===== config.mk =====
export PLATFORM = sky130hd
export DESIGN_NAME = hdmi_sample_row_mapper_flat
export DESIGN_NICKNAME = d
export VERILOG_FILES = /design/src/rtl/hdmi_sample_row_mapper_if.sv /design/src/rtl/hdmi_sample_row_mapper.sv /design/src/flat_wrapper.sv
export SDC_FILE = /design/constraint.sdc
export NUM_CORES = 1
export LEC_CHECK = 0
export CORE_MARGIN = 1
export CORE_UTILIZATION = 45
export CTS_CLUSTER_DIAMETER = 150
export DETAILED_ROUTE_END_ITERATION = 8
export HOLD_SLACK_MARGIN = 0.15
export SYNTH_ARGS = -nofsm -noshare
export SYNTH_HDL_FRONTEND = slang
export SYNTH_SLANG_ARGS = --single-unit

===== constraint.sdc =====
create_clock -name writeclk -period 13.9 [get_ports writeclk]
set_clock_uncertainty 0.15 [all_clocks]
set_input_delay 1.39 -clock writeclk [delete_from_list [all_inputs] [get_ports writeclk]]
set_output_delay 1.39 -clock writeclk [all_outputs]
set_load 0.02 [all_outputs]

===== src/rtl/hdmi_sample_row_mapper_if.sv =====
// Sample-in / row-out handshake bundle between the ADC feeder and the HDMI controller.
// master drives samples, height and row_ready; slave is the mapper itself.
interface hdmi_sample_row_mapper_if #(
    parameter int unsigned VAL_RES = 16,
    parameter int unsigned DROP_W  = 16
);
    logic [VAL_RES-1:0] sample_in;
    logic               sample_valid;
    logic               sample_ready;
    logic [31:0]        height;
    logic [31:0]        row_out;
    logic               row_valid;
    logic               row_ready;
    logic [DROP_W-1:0]  drop_cnt;

    modport master (
        output sample_in, sample_valid, height, row_ready,
        input  sample_ready, row_out, row_valid, drop_cnt
    );

    modport slave (
        input  sample_in, sample_valid, height, row_ready,
        output sample_ready, row_out, row_valid, drop_cnt
    );
endinterface


===== src/rtl/hdmi_sample_row_mapper.sv =====
// Averages groups of 2^AVG_LOG2 ADC samples and maps each average to a screen row,
// full scale at row 0, presented on a valid/ready handshake to the HDMI controller.
module hdmi_sample_row_mapper #(
    parameter int unsigned VAL_RES  = 16,
    parameter int unsigned AVG_LOG2 = 2,
    parameter int unsigned DROP_W   = 16
) (
    input logic                        writeclk,
    input logic                        rst,
    hdmi_sample_row_mapper_if.slave    bus
);
    localparam int unsigned SUM_W   = VAL_RES + AVG_LOG2;
    localparam int unsigned CNT_W   = (AVG_LOG2 == 0) ? 1 : AVG_LOG2;
    localparam int unsigned PROD_W  = VAL_RES + 32;
    localparam int unsigned CNT_MAX = (1 << AVG_LOG2) - 1;
    localparam logic [CNT_W-1:0]   CNT_LAST = CNT_W'(CNT_MAX);
    localparam logic [VAL_RES-1:0] VAL_MAX  = '1;
    localparam logic [DROP_W-1:0]  DROP_MAX = '1;

    typedef enum logic [1:0] {StAccum, StDiff, StMul, StHold} state_e;

    state_e              state_q, state_d;
    logic [SUM_W-1:0]    sum_q, sum_d;
    logic [CNT_W-1:0]    cnt_q, cnt_d;
    logic [VAL_RES-1:0]  avg_q, avg_d;
    logic [VAL_RES-1:0]  diff_q, diff_d;
    logic [31:0]         hgt_q, hgt_d;
    logic [31:0]         row_q, row_d;
    logic                row_valid_q, row_valid_d;
    logic [DROP_W-1:0]   drop_q, drop_d;

    logic                sample_ready;
    logic                accept;
    logic [SUM_W-1:0]    sum_next;
    logic [PROD_W-1:0]   prod;

    assign sample_ready = (state_q == StAccum);
    assign accept       = bus.sample_valid & sample_ready;
    assign sum_next     = sum_q + SUM_W'(bus.sample_in);
    assign prod         = PROD_W'(diff_q) * PROD_W'(hgt_q);

    assign bus.sample_ready = sample_ready;
    assign bus.row_out      = row_q;
    assign bus.row_valid    = row_valid_q;
    assign bus.drop_cnt     = drop_q;

    always_comb begin
        state_d     = state_q;
        sum_d       = sum_q;
        cnt_d       = cnt_q;
        avg_d       = avg_q;
        diff_d      = diff_q;
        hgt_d       = hgt_q;
        row_d       = row_q;
        row_valid_d = row_valid_q;
        drop_d      = drop_q;

        if (bus.sample_valid && !sample_ready && drop_q != DROP_MAX) begin
            drop_d = drop_q + DROP_W'(1);
        end

        unique case (state_q)
            StAccum: begin
                if (accept) begin
                    if (AVG_LOG2 == 0 || cnt_q == CNT_LAST) begin
                        avg_d   = VAL_RES'(sum_next >> AVG_LOG2);
                        hgt_d   = (bus.height == 32'd0) ? 32'd0 : bus.height - 32'd1;
                        sum_d   = '0;
                        cnt_d   = '0;
                        state_d = StDiff;
                    end else begin
                        sum_d = sum_next;
                        cnt_d = cnt_q + CNT_W'(1);
                    end
                end
            end
            StDiff: begin
                diff_d  = VAL_MAX - avg_q;
                state_d = StMul;
            end
            StMul: begin
                // diff <= VAL_MAX keeps the shifted product within 0..hgt
                row_d       = prod[PROD_W-1:VAL_RES];
                row_valid_d = 1'b1;
                state_d     = StHold;
            end
            StHold: begin
                if (bus.row_ready) begin
                    row_valid_d = 1'b0;
                    state_d     = StAccum;
                end
            end
            default: state_d = StAccum;
        endcase
    end

    always_ff @(posedge writeclk) begin
        if (rst) begin
            state_q     <= StAccum;
            sum_q       <= '0;
            cnt_q       <= '0;
            avg_q       <= '0;
            diff_q      <= '0;
            hgt_q       <= '0;
            row_q       <= '0;
            row_valid_q <= 1'b0;
            drop_q      <= '0;
        end else begin
            state_q     <= state_d;
            sum_q       <= sum_d;
            cnt_q       <= cnt_d;
            avg_q       <= avg_d;
            diff_q      <= diff_d;
            hgt_q       <= hgt_d;
            row_q       <= row_d;
            row_valid_q <= row_valid_d;
            drop_q      <= drop_d;
        end
    end
endmodule


===== src/flat_wrapper.sv =====
// flat-port wrapper written by rule: the top's interface ports become plain ports
module hdmi_sample_row_mapper_flat 
#(
    parameter int unsigned VAL_RES  = 16,
    parameter int unsigned AVG_LOG2 = 2,
    parameter int unsigned DROP_W   = 16
)
  (writeclk, rst, bus_sample_in, bus_sample_valid, bus_height, bus_row_ready, bus_sample_ready, bus_row_out, bus_row_valid, bus_drop_cnt);
  hdmi_sample_row_mapper_if #(.VAL_RES(VAL_RES), .DROP_W(DROP_W)) bus_i ();
  input logic writeclk;
  input logic rst;
  input wire logic [$bits(bus_i.sample_in)-1:0] bus_sample_in;
  input wire logic [$bits(bus_i.sample_valid)-1:0] bus_sample_valid;
  input wire logic [$bits(bus_i.height)-1:0] bus_height;
  input wire logic [$bits(bus_i.row_ready)-1:0] bus_row_ready;
  output wire logic [$bits(bus_i.sample_ready)-1:0] bus_sample_ready;
  output wire logic [$bits(bus_i.row_out)-1:0] bus_row_out;
  output wire logic [$bits(bus_i.row_valid)-1:0] bus_row_valid;
  output wire logic [$bits(bus_i.drop_cnt)-1:0] bus_drop_cnt;
  assign bus_i.sample_in = bus_sample_in;
  assign bus_i.sample_valid = bus_sample_valid;
  assign bus_i.height = bus_height;
  assign bus_i.row_ready = bus_row_ready;
  assign bus_sample_ready = bus_i.sample_ready;
  assign bus_row_out = bus_i.row_out;
  assign bus_row_valid = bus_i.row_valid;
  assign bus_drop_cnt = bus_i.drop_cnt;
  hdmi_sample_row_mapper #(.VAL_RES(VAL_RES), .AVG_LOG2(AVG_LOG2), .DROP_W(DROP_W)) u_core (.writeclk(writeclk), .rst(rst), .bus(bus_i));
endmodule

; ---- Word-level counts from Yosys, hierarchy flattened
; Cells that the tools add are included.
[totals]
regBits = 135
latchBits = 0
ramBits = 0
romBits = 0
input_bits = 52
out_inout_bits = 50
word_cells = 43
n_memories = 0
[classes]
n_addsub = 5
multipliers = 1
div_mod_pow = 0
magnitude_cmp = 0
n_eq_ne = 8
n_shift = 0
n_mux = 9
bitwise_logic = 1
reduce_logical = 10
[ops]
columns = cell, n
row1 = $mul 16x32->48, 1
row2 = $logic_not 32->1, 1
row3 = $mux 32, 1
row4 = $sub 32x1->32 const B, 1
row5 = $add 18x16->18, 1
row6 = $mux 18, 1
row7 = $add 16x1->16 const B, 1
row8 = $ne 16x16->1 const B, 1
row9 = $sub 16x16->16 const A, 1
row10 = $mux 2, 4
row11 = $pmux 2 s4, 1
row12 = $eq 2x2->1 const B, 3
row13 = $ne 2x2->1 const B, 3
row14 = $reduce_and 3->1, 2
row15 = $reduce_and 2->1, 2
row16 = $add 2x1->2 const B, 1
row17 = $eq 2x1->1 const B, 1
row18 = $logic_and 1x1->1, 2
row19 = $logic_not 2->1, 1
row20 = $pmux 1 s2, 1
row21 = $reduce_bool 2->1, 1
row22 = $and 1x1->1, 1
row23 = $logic_not 1->1, 1
row24 = $mux 1, 1

; ---- Depth between registers and ports, before layout
; Gate-level depths: netlist of run 1.
[logic_depth]
ltp_word = 4
depth_mapped = 24
depth_no_buf = 23

; ---- Worst setup path after synthesis of run 1
; No wires, ideal clock.
[synth_path]
path_kind = register to register
from = register u_core.hgt_q[12]
to = register u_core.row_q[30] (netlist: u_core.bus.row_out[30])
setup_time_ns = 0.127
arrival_ns = 5.919
t_required_ns = 13.623
path_slack_ns = 7.704
path_stages_with_launch = 22
path_buffers = 1
synth_period_minus_slack_ns = 6.196
cell_sequence = dfxtp_1 -> clkbuf_1 -> nand2_1 -> fa_1 -> fa_1 -> fa_1 -> inv_1 -> fa_1 -> fa_1 -> inv_1 -> fa_1 -> inv_1 -> ha_1 -> and4_1 -> and3_1 -> a21oi_1 -> and3_1 -> o21ba_2 -> o21ai_4 -> a31o_2 -> nor4bb_1 -> or3_1
[synth_via]
elab_chain_cells = 1
[synth_lines]
columns = element, line
row1 = start: declaration, hdmi_sample_row_mapper.sv:27  ; logic [31:0] hgt_q, hgt_d;
row2 = start signal: assignment, hdmi_sample_row_mapper.sv:114  ; hgt_q <= hgt_d;
row3 = $mul 16x32->48, hdmi_sample_row_mapper.sv:40  ; assign prod = PROD_W'(diff_q) * PROD_W'(hgt_q);
row4 = end signal: assignment, hdmi_sample_row_mapper.sv:115  ; row_q <= row_d;
row5 = end: declaration, hdmi_sample_row_mapper.sv:28  ; logic [31:0] row_q, row_d;
; No other way between the ends.
; A chain may end at the register's enable or synchronous reset.

; ---- Final worst setup path of run 1
[layout_path]
from = register u_core.diff_q[7]
to = register u_core.row_q[30] (netlist: u_core.bus.row_out[30])
[layout_via]
elab_chain_cells = 1
[layout_lines]
columns = element, line
row1 = start: declaration, hdmi_sample_row_mapper.sv:26  ; logic [VAL_RES-1:0] diff_q, diff_d;
row2 = start signal: assignment, hdmi_sample_row_mapper.sv:113  ; diff_q <= diff_d;
row3 = $mul 16x32->48, hdmi_sample_row_mapper.sv:40
; No other way between the ends.

==> impl_metrics.ini, run 1 <==
[detailed_routing]
drt_iter0_drc = 941
post_drt_wl_per_cell_um = 18.33
initial_drt_pass_iterations = 5
vias_per_cell = 5.371
routed_wl_mm = 57.27
vias = 16780
number_of_nets_still_failing_antenna_checks_after_routing = 0
route.detailed.drc = 0

[floorplanning]
initial_utilization = 0.4563
die_w_um = 222.0
floorplan.io_pins = 102
die_h_um = 222.0
rows = 80
placeableCoreArea_sq_um = 47750
area_of_the_die_sq_um = 49300

[synthesis]
avgSynthCellArea_sq_um = 8.805
netlist-cell-type-count = 70
synth_top_area_cell = fa_1
synth.cell_area_sq_um = 21780
post_synth_inst_count = 2474
synth-edff-count = 0
leading_cell_type_by_number_of_instances_after_synthesis = inv_1
synth-async-reset-ratio = 0
synth_top_flop_cell = dfxtp_1
synthDominantCellAreaShare = 0.3841
syn_nets = 3084
synthTopCellsByArea = fa_1, dfxtp_1, ha_1, inv_1, nand2_1
synth-warning-count = 0
yosysSeqAreaShare = 0.1241
ys_ff_latch = 135
post_synth_most_frequent_cells = inv_1, fa_1, nand2_1, and2_1, ha_1

[clock_network]
tritoncts_num_sinks = 135
number_of_hold_repair_buffers_added_at_the_cts_stage = 0
cts_buffers = 17
clock_tree_from_tritoncts = yes
cts_buffer_depth = 2
htree_num_levels = 4
post_cts_resize_count = 0
cts_post_setup_buffers_inserted = 0
clock_pin_slew_reported_for_the_worst_setup_and_hold_paths_after_clock_tree_synthesis_ns = 0.07
root_buffer = clkbuf_16
worstSkewPairLatency_ns = 0.45

[global_routing]
grt_pass1_vias = 17940
antenna_found_initial = 1
maximum_number_of_pins_on_one_net_before_global_route_repair = 103
overflow = 0
global_route.usage.total = 0.2443
grt_first_pass_wirelength_mm = 94.53

[timing]
timing.max_slew.rel_slack = 0.1797
post-route-min-period_ns = 7.624
report.final.hold_viol_count = 0
layout_worst_path_cycle_share = 0.5485
setup_total_negative_slack_ns = 0
tightest_slew_ns = 1.226
report.final.slew_viol_count = 0
achievable-frequency_mhz = 131.2
report.final.setup_viol = 0
rsz0062_at_grt = no

[pwr]
ir_worst_vdd_uv = 74.86
cellLeakagePower_nw = 11.12
powerDensity_nw_per_um2 = 52.71
power_w = 0.001259

[place]
dpl.hpwl_mm = 44.53
port_buffers = 101
gp_congestion = 0.8576

[status]
run_status = finished clean

[setup_path]
required_time_of_the_critical_path_ns = 14.08
path_class = reg2reg
timing.critical_path.from_type = register
cp-end-kind = register
crit_arrival_ns = 7.81
worst-path-max-fanout = 21

[hold_path]
worst_hold_path_type = reg2reg

[final_layout]
finalNetCount = 3104
drive_gt1_frac = 0.03151
area_growth_pct = 9.655

[flow_run]
drv_cap = 0
## placed cells by master, fill, tap and decap left out, types with 5 or more instances in the layout
cell / netlist / routed
inv_1: 441 / 441
fa_1: 418 / 418
nand2_1: 372 / 372
and2_1: 220 / 220
ha_1: 140 / 139
dfxtp_1: 135 / 135
nor2_1: 135 / 134
clkdlybuf4s50_1: 0 / 100
a21oi_1: 75 / 75
xnor2_1: 49 / 49
a22oi_1: 41 / 41
xor2_1: 36 / 36
a21o_1: 33 / 33
buf_4: 1 / 26
o21ai_0: 25 / 25
a211oi_1: 25 / 25
nor3_1: 20 / 20
mux2i_1: 18 / 18
clkbuf_16: 0 / 17
and3_1: 14 / 14
nand3_1: 14 / 13
a22o_1: 12 / 12
nand4_1: 11 / 11
nor4_1: 8 / 8
nor3b_1: 8 / 8
o21bai_1: 8 / 8
nand2b_1: 7 / 7
or3_1: 7 / 7
nor2b_1: 6 / 6
and4_1: 6 / 6
inv_8: 0 / 6
a31oi_1: 5 / 5
## cell families (layout without fill, tap and decap cells)
group,after synthesis,after routing,share of synthesized area
xor+xnor,85,85,0.03417
fa+ha+maj,558,558,0.4645
simple gates,846,846,0.1868
other cells,0,2,0
flops,135,135,0.1241
buf+inv,566,599,0.09798
compound gates,266,266,0.08414
mux,18,18,0.008271
## worst max-delay path, stage by stage (launching register included)
cell	delay (ns)
dfxtp_1	0.65
buf_4	0.38
nand2_1	0.12
fa_1	0.56
inv_1	0.05
fa_1	0.48
fa_1	0.61
fa_1	0.45
fa_1	0.49
inv_1	0.05
fa_1	0.47
inv_1	0.04
ha_1	0.33
a21oi_1	0.44
o21ai_0	0.39
a311oi_1	0.31
and3_1	0.31
o21ba_2	0.27
o21ai_4	0.12
a31o_2	0.28
nor4bb_1	0.14
or3_1	0.37
## routing by layer
metal,vias to the layer above,track usage,part of all wire,wire [um]
met5,-,0,0,0
met4,0,0.08983,0.034,1972
met3,99,0.02319,0.036,2057
met2,430,0.4440,0.51,29440
met1,8582,0.2991,0.42,23790
li1,7668,-,-,-
## final timing paths
path	startpoint	endpoint	slack, ns	cells past startpoint
hold reg to reg	u_core.avg_q[5]	u_core.diff_q[5]	0.28	1
setup reg to reg	u_core.diff_q[7]	u_core.bus.row_out[30]	6.28	21
setup / recovery	u_core.diff_q[7]	u_core.bus.row_out[30]	6.28	21
hold / removal	u_core.avg_q[5]	u_core.diff_q[5]	0.28	1
## cell type report
cell class	count	area, sq um
flip-flops and latches	135	2703
inverters	441	1655
repair buffers	126	1196
clock inverters	15	176.4
diodes	2	5.005
clock buffers	17	425.4
well taps	615	769.5
multi-input cells	1773	16960
fillers	4517	23860
## state kept, by name (all words and copies together), names as in the netlist
signal                flops
u_core.bus.row_valid      1
u_core.sum_q             18
u_core.bus.row_out       32
u_core.cnt_q              2
u_core.avg_q             16
u_core.state_q            2
u_core.bus.drop_cnt      16
u_core.hgt_q             32
u_core.diff_q            16
## metrics by stage
step                      hold slack, ns    util  instance area (sq um)  worst slack (ns)  instances
after global placement            0.2730  0.4876                  23280             6.323       3090
after detailed placement          0.2752  0.4876                  23280             6.211       3090
final                             0.2840  0.5003                  23890             6.276       3124
after global routing              0.2974  0.5002                  23880             5.828       3122
after floorplan                   0.2657       -                  21780             7.704       2474
after CTS                         0.2851  0.5002                  23880             6.170       3122
## report_power, final
part	switching, W	internal (W)
clock network	0.000227	0.000243
registers	0.0000436	0.000413
logic	0.000218	0.000114
total	0.000489	0.000770
No activity file was read; power rests on OpenSTA's default activity.
==> run 2: changes to the inputs <==
- clock period: 13.9 -> 6.7 ns (I/O delays scaled with it)
==> run 2 against run 1 <==
Effect of this change: global-route usage grew 0.12 points; utilization is 1.9 points higher; total power is 120% higher; design area up 3.9%; die area unchanged; worst setup slack worse by 6.0 ns; critical endpoint unchanged; largest power group unchanged.
==> impl_metrics.ini, run 2 (synthesis results as in run 1) <==
[timing]
timing.max_slew.rel_slack = 0.2312
report.final.hold_viol_count = 0
achievable-frequency_mhz = 155.2
layout_worst_path_cycle_share = 0.9617
finalHoldWorstSlack_ns = 0.2781
tightest_slew_ns = 1.149
rsz0062_at_grt = no
post-route-min-period_ns = 6.443
report.final.slew_viol_count = 0
setup_slack_ns = 0.2567
report.final.setup_viol = 0

[final_layout]
sequential_cell_area_sq_um = 2746
area_growth_pct = 13.89
drive_gt1_frac = 0.07749
fillerInstances = 4490
final_cell_area_sq_um = 24810
finalNetCount = 3191
final_cell_mix = inv_1, fa_1, nand2_1
layout_commonest_cell = inv_1
number_of_standard_cells_in_the_final_layout_excluding_fillers = 3210
multiInputGateArea_sq_um = 17000

[global_routing]
grt_first_pass_wirelength_mm = 94.92
grt_pass1_vias = 18640
overflow = 0
global_route.usage.total = 0.2456
antenna_found_initial = 1
maximum_number_of_pins_on_one_net_before_global_route_repair = 73

[clock_network]
htree_num_levels = 4
clock_pin_slew_reported_for_the_worst_setup_and_hold_paths_after_clock_tree_synthesis_ns = 0.07
cts_post_setup_buffers_inserted = 0
cts_buffer_depth = 2
worstSkewPairLatency_ns = 0.46
cts_buffers = 17
tritoncts_num_sinks = 135
clock_tree_from_tritoncts = yes
root_buffer = clkbuf_16

[detailed_routing]
initial_drt_pass_iterations = 5
vias_per_cell = 5.316
routedLengthMet1_mm = 22.97
vias = 17070
top_layer = met4
number_of_nets_still_failing_antenna_checks_after_routing = 0
met2RoutedLength_mm = 29.64
dr_wl_met3_mm = 1.746
drt_iter0_drc = 895
route.detailed.drc = 0
post_drt_wl_per_cell_um = 17.84
routed_wl_mm = 57.27

[status]
run_status = finished clean

[pwr]
internal_power_w = 0.001700
seqPwrFrac = 0.344
power_w = 0.002731
power.clock.fraction = 0.364
powerDensity_nw_per_um2 = 110.1
power.switching_w = 0.001031
switching_share = 0.3774
ir_worst_vdd_uv = 157.0
pwr-share-comb = 0.292
cellLeakagePower_nw = 11.66

[hold_path]
hp-start = u_core.avg_q[10]
worst_hold_path.num_cells = 1
worst_hold_path_type = reg2reg

[setup_path]
timing.critical_path.from = u_core.diff_q[1]
cp-end-kind = register
rr_startpoint = u_core.diff_q[1]
timing.critical_path.from_type = register
required_time_of_the_critical_path_ns = 6.89
worstRegToRegCells = 21
crit_arrival_ns = 6.64
worst-path-max-fanout = 16
path_class = reg2reg

[place]
dpl.hpwl_mm = 46.14
gp_congestion = 0.8853
placement.cell_area_sq_um = 24060
place.detailed.instances = 3175
pre_cts_ws_ns = -0.03877
port_buffers = 101

[floorplanning]
rows = 80
die_h_um = 222.0
area_of_the_die_sq_um = 49300
die_w_um = 222.0
initial_utilization = 0.4563
placeableCoreArea_sq_um = 47750
floorplan.io_pins = 102

[flow_run]
drv_cap = 0
-- run 2: cell types whose count changed in the layout (fill, tap and decap cells not counted), moves of 2 or more --
| cell | change |
|---|---|
| buf_4 | +73 |
| o21ai_0 | -3 |
| dfxtp_1 | -27 |
| dfxtp_2 | +23 |
| clkbuf_16 | +2 |
| o21ai_1 | +3 |
| dfxtp_4 | +4 |
| buf_12 | +11 |
-- run 2: critical path, cell delays in order (launching register included) --
cell      delay, ns
dfxtp_4        0.40
buf_12         0.18
nand2_1        0.10
fa_1           0.53
fa_1           0.48
fa_1           0.54
inv_1          0.06
fa_1           0.49
fa_1           0.49
inv_1          0.05
fa_1           0.47
inv_1          0.04
ha_1           0.27
and4_1         0.23
and3_1         0.18
a21oi_1        0.27
and3_2         0.28
o21ba_2        0.22
o21ai_4        0.09
a31o_2         0.27
nor4bb_1       0.14
or3_1          0.38
-- run 2: path summary, 6_finish.rpt --
kind,to,slack [ns]
hold / removal,u_core.diff_q[10],0.28
hold reg to reg,u_core.diff_q[10],0.28
setup / recovery,u_core.bus.row_out[30],0.26
setup reg to reg,u_core.bus.row_out[30],0.26
-- run 2: what timing repair did --
action                                  CTS  global route
pin swaps                                 0             1
gates resized for setup                   2            43
hold buffers                              0             0
endpoints found under the setup margin    2            17
gates cloned                              0             2
-- run 2: area by class of cell --
cell class              instances  area share
well taps                     615     0.03101
inverters                     441     0.06672
flip-flops and latches        135      0.1107
clock buffers                  17     0.01715
clock inverters                15    0.007363
repair buffers                213     0.08164
diodes                          1   0.0001009
multi-input cells            1773      0.6853
-- run 2: power by group through the flow --
stage / sequential, W / combinational, W / clock (W)
after floorplan: 0.000913 / 0.000476 / 0
after global placement: 0.000944 / 0.000760 / 0
after detailed placement: 0.000948 / 0.000771 / 0
after CTS: 0.000929 / 0.000774 / 0.00101
after global routing: 0.000947 / 0.000867 / 0.00104
final: 0.000939 / 0.000797 / 0.000995
-- run 2: metrics by stage --
stage               TNS [ns]    util
global route               0  0.5196
floorplan                  0       -
global placement           0  0.5039
detailed placement  -0.03877  0.5039
finish                     0  0.5197
CTS                        0  0.5166
-- run 2: metal layers --
layer	global-route usage	vias to the layer above
met1	0.2864	8673
li1	-	7839
met4	0.1337	0
met5	0	-
met3	0.02293	132
met2	0.4436	421
